`src/rtl/video_bypass_ctrl.sv`:
```
// Bypass control for a chain of video cores: debounces raw switch requests and
// applies them to the cores only on a frame boundary, or after a frame timeout.
module video_bypass_ctrl #(
    parameter int                  NUM_CORE      = 4,
    parameter int                  DB_LIMIT      = 1000000,
    parameter int                  FRAME_TIMEOUT = 2000000,
    parameter logic [NUM_CORE-1:0] BYPASS_RESET  = '0
) (
    input  logic                sys_clk,
    input  logic                sys_rst,
    input  logic [NUM_CORE-1:0] sw_in,
    input  logic                vsync_in,
    output logic [NUM_CORE-1:0] core_bypass,
    output logic                update_pulse,
    output logic                pending
);

    localparam int DBW = (DB_LIMIT > 1) ? $clog2(DB_LIMIT) : 1;
    localparam int TOW = (FRAME_TIMEOUT > 1) ? $clog2(FRAME_TIMEOUT + 1) : 1;
    localparam logic [DBW-1:0] DB_LAST = DBW'(DB_LIMIT - 1);
    localparam logic [TOW-1:0] TO_LAST = TOW'(FRAME_TIMEOUT - 1);

    localparam logic [1:0] ST_IDLE    = 2'd0;
    localparam logic [1:0] ST_PENDING = 2'd1;
    localparam logic [1:0] ST_APPLY   = 2'd2;

    logic [NUM_CORE-1:0] sw_sync1_q;
    logic [NUM_CORE-1:0] sw_sync2_q;
    logic [NUM_CORE-1:0] db_q;
    logic [NUM_CORE-1:0] db_d;
    logic [DBW-1:0]      db_cnt_q [NUM_CORE];
    logic [DBW-1:0]      db_cnt_d [NUM_CORE];

    logic                vs_sync1_q;
    logic                vs_sync2_q;
    logic                vs_dly_q;
    logic                frame_edge_s;

    logic [1:0]          state_q;
    logic [1:0]          state_d;
    logic [TOW-1:0]      tmo_q;
    logic [TOW-1:0]      tmo_d;
    logic [NUM_CORE-1:0] core_bypass_q;
    logic [NUM_CORE-1:0] core_bypass_d;
    logic                update_pulse_q;
    logic                pending_q;

    // Synchronizers; vsync flops reset high so release cannot fake a falling edge.
    always_ff @(posedge sys_clk or posedge sys_rst) begin
        if (sys_rst) begin
            sw_sync1_q <= BYPASS_RESET;
            sw_sync2_q <= BYPASS_RESET;
            vs_sync1_q <= 1'b1;
            vs_sync2_q <= 1'b1;
            vs_dly_q   <= 1'b1;
        end else begin
            sw_sync1_q <= sw_in;
            sw_sync2_q <= sw_sync1_q;
            vs_sync1_q <= vsync_in;
            vs_sync2_q <= vs_sync1_q;
            vs_dly_q   <= vs_sync2_q;
        end
    end

    assign frame_edge_s = vs_dly_q & ~vs_sync2_q;

    // Per-bit debounce: a mismatch must persist DB_LIMIT evaluations to flip the bit.
    always_comb begin
        db_d     = db_q;
        db_cnt_d = db_cnt_q;
        for (int i = 0; i < NUM_CORE; i++) begin
            if (sw_sync2_q[i] == db_q[i]) begin
                db_cnt_d[i] = '0;
            end else if (db_cnt_q[i] == DB_LAST) begin
                db_cnt_d[i] = '0;
                db_d[i]     = ~db_q[i];
            end else begin
                db_cnt_d[i] = db_cnt_q[i] + 1'b1;
            end
        end
    end

    // Debounce state registers.
    always_ff @(posedge sys_clk or posedge sys_rst) begin
        if (sys_rst) begin
            db_q <= BYPASS_RESET;
            for (int i = 0; i < NUM_CORE; i++) begin
                db_cnt_q[i] <= '0;
            end
        end else begin
            db_q     <= db_d;
            db_cnt_q <= db_cnt_d;
        end
    end

    // Apply FSM; a withdrawn request beats a coincident frame edge or timeout.
    always_comb begin
        state_d       = state_q;
        core_bypass_d = core_bypass_q;
        tmo_d         = '0;
        case (state_q)
            ST_IDLE: begin
                if (db_q != core_bypass_q) begin
                    state_d = ST_PENDING;
                end else begin
                    state_d = ST_IDLE;
                end
            end
            ST_PENDING: begin
                if (db_q == core_bypass_q) begin
                    state_d = ST_IDLE;
                end else if (frame_edge_s || (tmo_q == TO_LAST)) begin
                    state_d       = ST_APPLY;
                    core_bypass_d = db_q;
                end else begin
                    state_d = ST_PENDING;
                    tmo_d   = tmo_q + 1'b1;
                end
            end
            ST_APPLY: begin
                state_d = ST_IDLE;
            end
            default: begin
                state_d = ST_IDLE;
            end
        endcase
    end

    // FSM state, timeout counter and registered outputs.
    always_ff @(posedge sys_clk or posedge sys_rst) begin
        if (sys_rst) begin
            state_q        <= ST_IDLE;
            tmo_q          <= '0;
            core_bypass_q  <= BYPASS_RESET;
            update_pulse_q <= 1'b0;
            pending_q      <= 1'b0;
        end else begin
            state_q        <= state_d;
            tmo_q          <= tmo_d;
            core_bypass_q  <= core_bypass_d;
            update_pulse_q <= (state_d == ST_APPLY);
            pending_q      <= (state_d == ST_PENDING);
        end
    end

    assign core_bypass  = core_bypass_q;
    assign update_pulse = update_pulse_q;
    assign pending      = pending_q;

endmodule
```
`config.mk`:
```
export PLATFORM = sky130hd
export DESIGN_NAME = video_bypass_ctrl
export DESIGN_NICKNAME = d
export VERILOG_FILES = /design/src/rtl/video_bypass_ctrl.sv
export SDC_FILE = /design/constraint.sdc
export NUM_CORES = 1
export LEC_CHECK = 0
export BUFFER_PORTS_ARGS = -buffer_cell sky130_fd_sc_hd__buf_2
export CAP_MARGIN = 40
export CORE_ASPECT_RATIO = 2
export CORE_MARGIN = 2
export CORE_UTILIZATION = 63
export CTS_CLUSTER_SIZE = 24
export DETAILED_ROUTE_END_ITERATION = 10
export HOLD_SLACK_MARGIN = 0.02
export PLACE_DENSITY_LB_ADDON = 0.1
export SETUP_SLACK_MARGIN = 0.05
export SYNTH_ARGS = -nofsm -noshare
export SYNTH_HDL_FRONTEND = slang
export SYNTH_SLANG_ARGS = --single-unit
```
`constraint.sdc`:
```
create_clock -name sys_clk -period 4.98 [get_ports sys_clk]
set_clock_uncertainty 0.2 [all_clocks]
set_input_delay 0.747 -clock sys_clk [delete_from_list [all_inputs] [get_ports sys_clk]]
set_output_delay 0.747 -clock sys_clk [all_outputs]
set_load 0.05 [all_outputs]
```
== Word level (Yosys, flattened, before mapping) ==
Index checks and enable logic that the tools add are counted.

* Register bits after elaboration: 124
* Bits of input ports: 7
* Output and inout bits: 6
* Word-level logic and storage cells: 70

* $add $sub $neg: 5
* Equality and inequality tests: 14
* Multiplexer cells: 15
* Bitwise operators: 11
* Reductions and logical operators: 7

{| class="wikitable"
|+ Operators by type and width
! kind !! number
|-
| 20-bit 2-to-1 mux || 8
|-
| 20-bit by 1-bit adder with 20-bit output (second input constant) || 4
|-
| 20-bit == test (second input constant) || 4
|-
| 21-bit 2-to-1 mux || 3
|-
| 21-bit by 1-bit adder with 21-bit output (second input constant) || 1
|-
| 21-bit == test (second input constant) || 1
|-
| 1-bit inverter || 10
|-
| 2-bit AND reduction || 4
|-
| 1-bit == test || 4
|-
| 2-bit by 1-bit == test with 1-bit output (second input constant) || 2
|-
| 4-bit == test || 1
|-
| 2-bit 2-to-1 mux || 2
|-
| 4-bit != test || 1
|-
| 2-bit case mux with 2 select lines || 1
|-
| 3-bit AND reduction || 1
|-
| 2-bit == test (second input constant) || 1
|-
| 2-bit zero test || 1
|-
| 1-bit bitwise AND || 1
|-
| 1-bit logical OR || 1
|-
| 1-bit 2-to-1 mux || 1
|}

== Logic depth before layout (Yosys ltp) ==
Gate-level depths: netlist of run 1.

* Word-level depth: 7
* Mapped depth: 6
* Gate-level depth less buffers: 5

== Worst setup path after synthesis of run 1 ==
OpenSTA, ideal clock, no wires.

* Path type: register to register
* Start: register core_bypass_q[1] (netlist: core_bypass[1])
* End: register core_bypass_q[3] (netlist: core_bypass[3])
* Arrival time: 1.873 ns
* Required time: 4.639 ns
* Setup slack: 2.766 ns
* Cell stages (with the launch flop): 6
* Buffers on the path: 1
* Cells stage by stage: dfrtp_1 > xor2_1 > o41a_1 > clkbuf_1 > a221oi_1 > o211ai_1

* Cells in the longest elaborated chain, start to end: 3

{| class="wikitable"
|+ Ends and longest elaborated chain
! element !! RTL line !! text
|-
| start: declaration || 43 || <nowiki>logic [NUM_CORE-1:0] core_bypass_q;</nowiki>
|-
| start signal: assignment || 140 || <nowiki>core_bypass_q <= core_bypass_d;</nowiki>
|-
| 4-bit == test || 110 || <nowiki>if (db_q == core_bypass_q) begin</nowiki>
|-
| 1-bit inverter (no line) || -- ||
|-
| 3-bit AND reduction (no line) || -- ||
|}

No other way between the ends.
A chain may end at the register's enable or synchronous reset.

== Worst setup path in the final report of run 1 ==
* Start: register tmo_q[0]
* End: register tmo_q[3]

* Cells in the longest elaborated chain, start to end: 5

{| class="wikitable"
|+ Ends and longest elaborated chain
! element !! RTL line !! text
|-
| start: declaration || 41 || <nowiki>logic [TOW-1:0] tmo_q;</nowiki>
|-
| start signal: assignment || 139 || <nowiki>tmo_q <= tmo_d;</nowiki>
|-
| branches (longest 2 deep; another with 21-bit by 1-bit adder with 21-bit output) || -- ||
|-
| 21-bit 2-to-1 mux * || 112 || <nowiki>end else if (frame_edge_s || (tmo_q == TO_LAST)) begin</nowiki>
|-
| 21-bit 2-to-1 mux * || 110 ||
|-
| 21-bit 2-to-1 mux * || 101 || <nowiki>case (state_q)</nowiki>
|-
| named net tmo_d[3] || 42 || <nowiki>logic [TOW-1:0] tmo_d;</nowiki>
|}

Mark *: on every way through the listed nets, which the timed path passes.

==> impl_metrics.json, run 1 <==
{
  "status": "completed",
  "wl_met3_um": 233,
  "synth_cell_types": 49,
  "grt.total_usage_pct": 26.2,
  "avgSynthCellArea_um2": 10.2,
  "io_pins": 13,
  "start_kind": "flip-flop",
  "synth_nets": 610,
  "ys_seq_area_share_pct": 51.1,
  "worst-path-buf-inv": 0,
  "placementRows": 50,
  "combinationalPowerShare_pct": 2.5,
  "dieArea_mm2": 0.0105,
  "path_max_fanout": 19,
  "die_y_um": 143,
  "min_period_ps": 2520,
  "area_growth_pct": 12.6,
  "overflow": 0,
  "worst_pin_slew_ps": 892,
  "intPower_mw": 1.90,
  "ys_warn_count": 0,
  "slowest_stage": "o211ai_2",
  "dp_hpwl_mm": 8.38,
  "p_seq_share_pct": 43.3,
  "cts-htree-levels": 4,
  "finalNetCount": 623,
  "cp.required_ps": 5030,
  "period_share_pct": 50.7,
  "end_kind": "flip-flop",
  "post_cts_buffers": 0,
  "crit_family": "simple AND/OR/NAND/NOR gates",
  "synth-seq-cells": 124,
  "core_area_mm2": 0.00938,
  "cts-buffers-inserted": 17,
  "crit_chain": "ha_1, and4_1, nand2_1, o211ai_2, nor2_1",
  "antenna_found_initial": 0,
  "yosys.area.top_type_share_pct": 49.8,
  "ys_async_sr_fraction_pct": 100,
  "slew_headroom_pct": 39.9,
  "grt_pass1_vias": 4681,
  "netlist.top_cell.by_area": "dfrtp_1",
  "wirelength_mm": 12.4,
  "p_total_mw": 2.38,
  "synthTopCellsByCount": "121 x dfrtp_1, 77 x nor2_1, 56 x xor2_1, 40 x nand3_1",
  "port_buffers": 12,
  "fin_ws_ps": 2460,
  "vias": 4498,
  "antenna_left": 0,
  "hold_ws_ps": 139,
  "clockRootBuffer": "clkbuf_16",
  "drcViolationCount": 0,
  "top_layer": "met4",
  "synth_area_leaders": "dfrtp_1 50%, xor2_1 8.1%, nor2_1 4.8%",
  "finalSetupTns_ps": 0,
  "synth.most_common_cell": "dfrtp_1",
  "rsz0062_at_grt": "false",
  "cts_tree": "done",
  "wl_met2_mm": 7.09,
  "wl_per_cell_um": 17.0,
  "drv_cap": 0,
  "drv_slew": 0,
  "p_clk_share_pct": 54.2,
  "first_pass_iters": 4,
  "hp-class": "in -> async",
  "synth_edf_count": 0,
  "gp_congestion": 0.866,
  "arrival_ps": 2580,
  "path_class": "reg -> reg",
  "ctsHoldBuffers": 0,
  "p_sw_share_pct": 20.4,
  "peakVddDrop_mv": 0.350,
  "grt_pass1_wl_mm": 21.2,
  "cts_resized": 0,
  "final_core_util_pct": 72.9,
  "final_layout_size_suffix_gt1_share_pct": 11.2,
  "netlist_area_mm2": 0.00607,
  "clock_sinks": 124,
  "drtIter0Drc": 205,
  "die_w_um": 73.4,
  "grt_max_degree": 59,
  "setup_viol": 0,
  "clk_path_buf_depth": 2,
  "clkTransAtPathRegs_ps": 50,
  "power_leakage_nw": 2.89,
  "clock_latency_ps": 410,
  "synthFlopType": "dfrtp_1",
  "n_antenna_cell": 0,
  "syn_inst": 598,
  "cpPeakStageDelay_ps": 720,
  "fmax_mhz": 396,
  "power.switching_mw": 0.487,
  "avgViaCountPerCell": 6.18,
  "initial_core_util_pct": 64.7,
  "hold_viol_final": 0,
  "wl_met1_mm": 4.86,
  "pre_cts_ws_ps": 2470,
  "p_per_area_mw_per_mm2": 349
}
==> metal layers <==
metal  vias up  GRT usage, %
met1      2260          27.5
met4         0          10.1
met3        16          6.21
li1       2176             -
met5         -             0
met2        46          48.6
==> worst paths after layout <==
kind	startpoint	endpoint	slack [ps]	depth (start not counted)
max	tmo_q[0]	tmo_q[3]	2460	5
max in group asynchronous	sys_rst	db_cnt_q[64]	3400	3
min in group sys_clk	sw_sync1_q[0]	sw_sync2_q[0]	150	0
min reg2reg	sw_sync1_q[0]	sw_sync2_q[0]	150	0
max reg2reg	tmo_q[0]	tmo_q[3]	2460	5
min	sys_rst	db_cnt_q[47]	140	2
==> power groups by stage <==
stage | sequential, mW | clock, mW | combinational (mW)
floorplan | 1.05 | 0 | 0.0438
global placement | 1.05 | 0 | 0.0580
detailed placement | 1.05 | 0 | 0.0620
CTS | 1.03 | 1.31 | 0.0628
global route | 1.03 | 1.36 | 0.0701
finish | 1.03 | 1.29 | 0.0601
==> logic make-up (layout without fill, tap and decap cells) <==
| kind of cell | Yosys count | count (layout) | share of synthesized area (%) |
|---|---|---|---|
| flip-flops | 124 | 124 | 51.1 |
| AND/OR/NAND/NOR | 278 | 278 | 25.7 |
| multiplexers | 4 | 4 | 0.803 |
| AO/OA/AOI/OAI | 78 | 78 | 8.38 |
| adder cells (fa/ha/maj) | 5 | 5 | 1.03 |
| XOR/XNOR | 71 | 71 | 10.2 |
| buffers and inverters | 38 | 64 | 2.74 |
==> final cells by class <==
type | count | area [µm²]
well taps | 104 | 130
fillers | 654 | 2540
clock buffers | 20 | 457
multi-input cells | 436 | 2810
inverters | 14 | 55.1
clock inverters | 12 | 169
repair buffers | 18 | 109
flip-flops and latches | 124 | 3110
==> metrics by stage <==
stage,std cells,cell area (µm²)
floorplan,598,6070
global placement,695,6200
detailed placement,696,6210
CTS,728,6840
global route,728,6840
finish,728,6840
==> registers in the layout, summed over array words and instances (netlist names) <==
name          cells
tmo_q            21
db_q              4
vs_dly_q          1
db_cnt_q         80
pending           1
sw_sync2_q        4
update_pulse      1
vs_sync1_q        1
vs_sync2_q        1
sw_sync1_q        4
state_q           2
core_bypass       4
==> layout by cell type (no fill, tap or decap), types with 2 or more instances in the layout <==
cell type   count
nor2b_1         4
and2_1         13
or3_1          16
xnor2_1        15
and4_1         13
dfstp_2         3
nor3_1          5
nand4_1        28
nor3b_1         2
clkbuf_8        2
o21ai_0        16
nor4_1          7
a221oi_1        4
buf_4           5
dfrtp_1       121
nand2_1        28
xor2_1         56
nand3_4         2
mux2_2          3
o211ai_1        4
and3_1         11
a21oi_1        28
nand2b_1        2
nor2_1         77
buf_2          12
nor4b_1         5
bufinv_16       4
clkinv_2        5
or4_4           2
or4_1          13
o31ai_1        13
clkinvlp_4      2
inv_1          13
nand3_1        40
ha_1            5
clkbuf_16      17
a211oi_1        6
nand4b_1        2
Power figures use the tool's default switching activity.
==> inputs of run 2 (changes only) <==
--- a/config.mk
+++ b/config.mk
@@ -9,7 +9,7 @@
 export CAP_MARGIN = 40
 export CORE_ASPECT_RATIO = 2
 export CORE_MARGIN = 2
-export CORE_UTILIZATION = 63
+export CORE_UTILIZATION = 56
 export CTS_CLUSTER_SIZE = 24
 export DETAILED_ROUTE_END_ITERATION = 10
 export HOLD_SLACK_MARGIN = 0.02
==> constraint.sdc (replaced) <==
create_clock -name sys_clk -period 2.2 [get_ports sys_clk]
set_clock_uncertainty 0.2 [all_clocks]
set_input_delay 0.33 -clock sys_clk [delete_from_list [all_inputs] [get_ports sys_clk]]
set_output_delay 0.33 -clock sys_clk [all_outputs]
set_load 0.05 [all_outputs]
==> impl_metrics.json, run 2 (synthesis gave the netlist of run 1 again) <==
{
  "status": "completed",
  "grt.met3_usage_pct": 5.30,
  "layout_common_cells": "118 x dfrtp_1, 77 x nor2_1, 56 x xor2_1",
  "min_period_ps": 2110,
  "first_pass_iters": 4,
  "gp_congestion": 0.811,
  "rsz0062_at_grt": "true",
  "cts_tree": "done",
  "grt_pass1_vias": 4774,
  "die_y_um": 151,
  "final_layout_size_suffix_gt1_share_pct": 15.3,
  "crit_family": "simple AND/OR/NAND/NOR gates",
  "path_max_fanout": 3,
  "drv_slew": 0,
  "wirelength_mm": 12.6,
  "setup_viol": 0,
  "period_share_pct": 95.7,
  "initial_core_util_pct": 57.6,
  "finalNetCount": 654,
  "wl_per_cell_um": 15.9,
  "grt_max_degree": 30,
  "num-fill-cells": 801,
  "largest_register": "db_cnt_q",
  "drtIter0Drc": 234,
  "n_antenna_cell": 0,
  "use_met1_pct": 26.2,
  "drcViolationCount": 0,
  "hold_ws_ps": 147,
  "port_buffers": 12,
  "cts-htree-levels": 4,
  "finalSetupTns_ps": 0,
  "crit_chain": "nor4b_2, nand4_1, or4_4, mux2_4",
  "clkTransAtPathRegs_ps": 60,
  "placementRows": 53,
  "die_w_um": 77.6,
  "worst-path-buf-inv": 0,
  "cpPeakStageDelay_ps": 580,
  "clock_latency_ps": 410,
  "clock_sinks": 124,
  "io_pins": 13,
  "drv_cap": 0,
  "start_kind": "flip-flop",
  "largest_register_ffs": 80,
  "largestRegisters": "db_cnt_q: 80 flops, tmo_q: 21 flops",
  "area_growth_pct": 18.9,
  "peakVddDrop_mv": 0.620,
  "antenna_left": 0,
  "antenna_found_initial": 0,
  "arrival_ps": 2200,
  "slew_headroom_pct": 54.2,
  "vias": 4588,
  "dp_hpwl_mm": 8.75,
  "dieArea_mm2": 0.0117,
  "final_common_cell": "dfrtp_1",
  "hp-class": "reg -> reg",
  "hold_viol_final": 0,
  "cp.required_ps": 2300,
  "avgViaCountPerCell": 5.79,
  "grt.total_usage_pct": 23.5,
  "post_cts_buffers": 0,
  "clk_path_buf_depth": 2,
  "overflow": 0,
  "power_leakage_nw": 3.06,
  "path_class": "reg -> reg",
  "fmax_mhz": 475,
  "end_kind": "flip-flop",
  "clockRootBuffer": "clkbuf_16",
  "worst_pin_slew_ps": 685,
  "grt_pass1_wl_mm": 22.0,
  "cts-buffers-inserted": 17,
  "top_usage_layer": "met2",
  "slowest_stage": "or4_4",
  "grt_use_met2_pct": 43.2,
  "core_area_mm2": 0.0105,
  "p_per_area_mw_per_mm2": 745
}
-- run 2: cell count changes in the layout (fill, tap and decap cells not counted), sizes merged --
cell	delta
bufinv	-1
dlygate4sd3	+6
inv	-1
buf	+25
clkbuf	+6
clkinv	-4
-- run 2: final cells by class --
type | count | area [µm²] | share of cell area [%]
clock inverters | 6 | 111 | 1.54
well taps | 137 | 171 | 2.37
repair buffers | 49 | 415 | 5.75
multi-input cells | 436 | 2860 | 39.6
inverters | 14 | 56.3 | 0.780
flip-flops and latches | 124 | 3110 | 43.1
clock buffers | 26 | 499 | 6.91
-- run 2: final timing paths --
check | startpoint | end | slack (ps) | cells past startpoint
min in group asynchronous | sys_rst | db_cnt_q[60] | 370 | 3
setup / recovery | db_cnt_q[13] | db_q[3] | 90 | 4
max in group asynchronous | sys_rst | vs_dly_q | 810 | 4
hold reg to reg | sw_sync1_q[1] | sw_sync2_q[1] | 150 | 0
hold / removal | sw_sync1_q[1] | sw_sync2_q[1] | 150 | 0
setup reg to reg | db_cnt_q[13] | db_q[3] | 90 | 4
-- run 2: through the flow --
stage | util (%) | instances | setup slack, ps | total power, mW | cell area (µm²)
2_1_floorplan | - | 598 | 15.1 | 2.47 | 6080
3_3_place_gp | 61.7 | 754 | 114 | 2.53 | 6510
3_5_place_dp | 61.7 | 754 | 88.9 | 2.54 | 6510
4_1_cts | 68.1 | 792 | 54.2 | 5.42 | 7180
5_1_grt | 68.5 | 792 | 33.7 | 5.55 | 7220
6_report | 68.5 | 792 | 93.8 | 5.38 | 7220
-- run 2: repair_timing --
item,in CTS,in global routing
endpoints found under the setup margin,0,10
hold buffers,6,0
hold endpoints to repair,27,0
resized for setup,0,8
-- run 2: where the power goes --
| part | switching [mW] | internal, mW | total (mW) |
|---|---|---|---|
| Clock | 0.971 | 1.90 | 2.87 |
| Combinational | 0.103 | 0.0629 | 0.166 |
| Sequential | 0.0243 | 2.31 | 2.34 |
| Total | 1.10 | 4.28 | 5.38 |
-- run 2: layer usage --
metal / vias to the layer above / part of all wire (%)
met3: 23 / 2.1
met5: - / 0
met4: 0 / 1.6
li1: 2237 / -
met2: 62 / 56
met1: 2266 / 41
==> inputs of run 3 (changes only) <==
==> constraint.sdc (replaced) <==
create_clock -name sys_clk -period 2.2 [get_ports sys_clk]
set_clock_uncertainty 0.2 [all_clocks]
set_input_delay 0.33 -clock sys_clk [delete_from_list [all_inputs] [get_ports sys_clk]]
set_output_delay 0.33 -clock sys_clk [all_outputs]
set_load 0.01 [all_outputs]
==> impl_metrics.json, run 3 (synthesis gave the netlist of run 1 again) <==
{
  "status": "completed",
  "wirelength_mm": 12.8,
  "clkTransAtPathRegs_ps": 60,
  "slowest_stage": "o41a_2",
  "num-fill-cells": 820,
  "finalSetupTns_ps": 0,
  "peakVddDrop_mv": 0.697,
  "drv_cap": 0,
  "dpl-instance-area_mm2": 0.00644,
  "fin_area_mm2": 0.00709,
  "largest_register": "db_cnt_q",
  "setup_viol": 0,
  "ff_latch_area_mm2": 0.00311,
  "power_leakage_nw": 3.01,
  "area_growth_pct": 16.8,
  "avgViaCountPerCell": 5.87,
  "worst-path-stages": 4,
  "worst-path-buf-inv": 0,
  "fin_ws_ps": 109,
  "overflow": 0,
  "layout_common_cells": "121 x dfrtp_1, 77 x nor2_1, 56 x xor2_1",
  "hp-class": "reg -> reg",
  "hold_viol_final": 0,
  "p_seq_share_pct": 44.5,
  "drtIter0Drc": 183,
  "placementRows": 53,
  "die_w_um": 77.6,
  "final_common_cell": "dfrtp_1",
  "p_sw_share_pct": 21.2,
  "grt_max_degree": 67,
  "grt_pass1_vias": 4862,
  "cp.required_ps": 2260,
  "cts_tree": "done",
  "vias": 4619,
  "antenna_found_initial": 0,
  "die_y_um": 151,
  "end_kind": "flip-flop",
  "initial_core_util_pct": 57.6,
  "path_class": "reg -> reg",
  "io_pins": 13,
  "port_buffers": 12,
  "crit_chain": "xor2_1, o41a_2, a221oi_1, o211ai_1",
  "fmax_mhz": 478,
  "grt.total_usage_pct": 23.7,
  "p_clk_share_pct": 52.5,
  "drv_slew": 0,
  "final_layout_size_suffix_gt1_share_pct": 14.2,
  "largestRegisters": "db_cnt_q: 80 flops, tmo_q: 21 flops",
  "grt_pass1_wl_mm": 22.0,
  "dieArea_mm2": 0.0117,
  "clock_latency_ps": 410,
  "wl_per_cell_um": 16.2,
  "top_layer": "met4",
  "worst_pin_slew_ps": 452,
  "period_share_pct": 95.1,
  "wl_met3_um": 260,
  "path_max_fanout": 14,
  "antenna_left": 0,
  "multi_input_area_mm2": 0.00282,
  "reg2regPathDepth": 4,
  "cts-htree-levels": 4,
  "p_total_mw": 5.25,
  "min_period_ps": 2090,
  "gp_congestion": 0.841,
  "power.switching_mw": 1.11,
  "n_antenna_cell": 0,
  "start_kind": "flip-flop",
  "arrival_ps": 2160,
  "wl_met1_mm": 5.00,
  "slew_headroom_pct": 69.5,
  "first_pass_iters": 4,
  "intPower_mw": 4.14,
  "cts-buffers-inserted": 17,
  "crit_family": "compound AO/OA/AOI/OAI gates",
  "min_path_cells": 0,
  "wl_met2_mm": 7.29,
  "dp_hpwl_mm": 8.70,
  "rsz0062_at_grt": "false",
  "core_area_mm2": 0.0105,
  "finalNetCount": 649,
  "combinationalPowerShare_pct": 3.0,
  "clockRootBuffer": "clkbuf_16",
  "drcViolationCount": 0,
  "p_per_area_mw_per_mm2": 740,
  "largest_register_ffs": 80,
  "clk_path_buf_depth": 2,
  "clock_sinks": 124,
  "hold_ws_ps": 152,
  "cpPeakStageDelay_ps": 630,
  "pre_cts_ws_ps": 118
}
==> run 3: through the flow <==
step | utilization (%) | instances
after floorplan | - | 598
after global placement | 61.1 | 749
after detailed placement | 61.1 | 749
after CTS | 67.2 | 787
after global routing | 67.3 | 787
final | 67.3 | 787
==> run 3: power by group through the flow <==
| stage | Combinational [mW] | Sequential (mW) | Clock [mW] |
|---|---|---|---|
| floorplan | 0.0996 | 2.37 | 0 |
| detailed placement | 0.151 | 2.38 | 0 |
| global route | 0.181 | 2.34 | 2.91 |
| global placement | 0.147 | 2.37 | 0 |
| CTS | 0.161 | 2.34 | 2.80 |
| finish | 0.157 | 2.34 | 2.76 |
==> run 3: area by class of cell <==
| class | count | area share [%] |
|---|---|---|
| clock buffer | 20 | 6.16 |
| clock inverter | 12 | 2.08 |
| inverter | 14 | 0.794 |
| multi-input combinational | 436 | 39.8 |
| sequential | 124 | 43.8 |
| tap | 137 | 2.42 |
| timing repair buffer | 44 | 4.97 |
==> run 3: path summary, 6_finish.rpt <==
kind / start / endpoint / slack [ps]
max in group asynchronous: sys_rst / db_cnt_q[7] / 1100
worst min-delay path: sw_sync1_q[1] / sw_sync2_q[1] / 150
worst min register to register: sw_sync1_q[1] / sw_sync2_q[1] / 150
worst max-delay path: core_bypass[1] / core_bypass[0] / 110
min in group asynchronous: sys_rst / db_cnt_q[58] / 380
worst max register to register: core_bypass[1] / core_bypass[0] / 110
==> run 3: layer usage <==
metal,global-route usage (%),vias up
met3,5.13,20
met4,9.02,0
met5,0,-
li1,-,2224
met2,44.4,60
met1,25.4,2315
==> run 3: timing repair <==
| item | 4_1_cts | 5_1_grt |
|---|---|---|
| resized for setup | 0 | 4 |
| setup buffers | 0 | 0 |
| endpoints found under the setup margin | 0 | 13 |
| hold buffers | 6 | 0 |
| hold endpoints to repair | 126 | 0 |
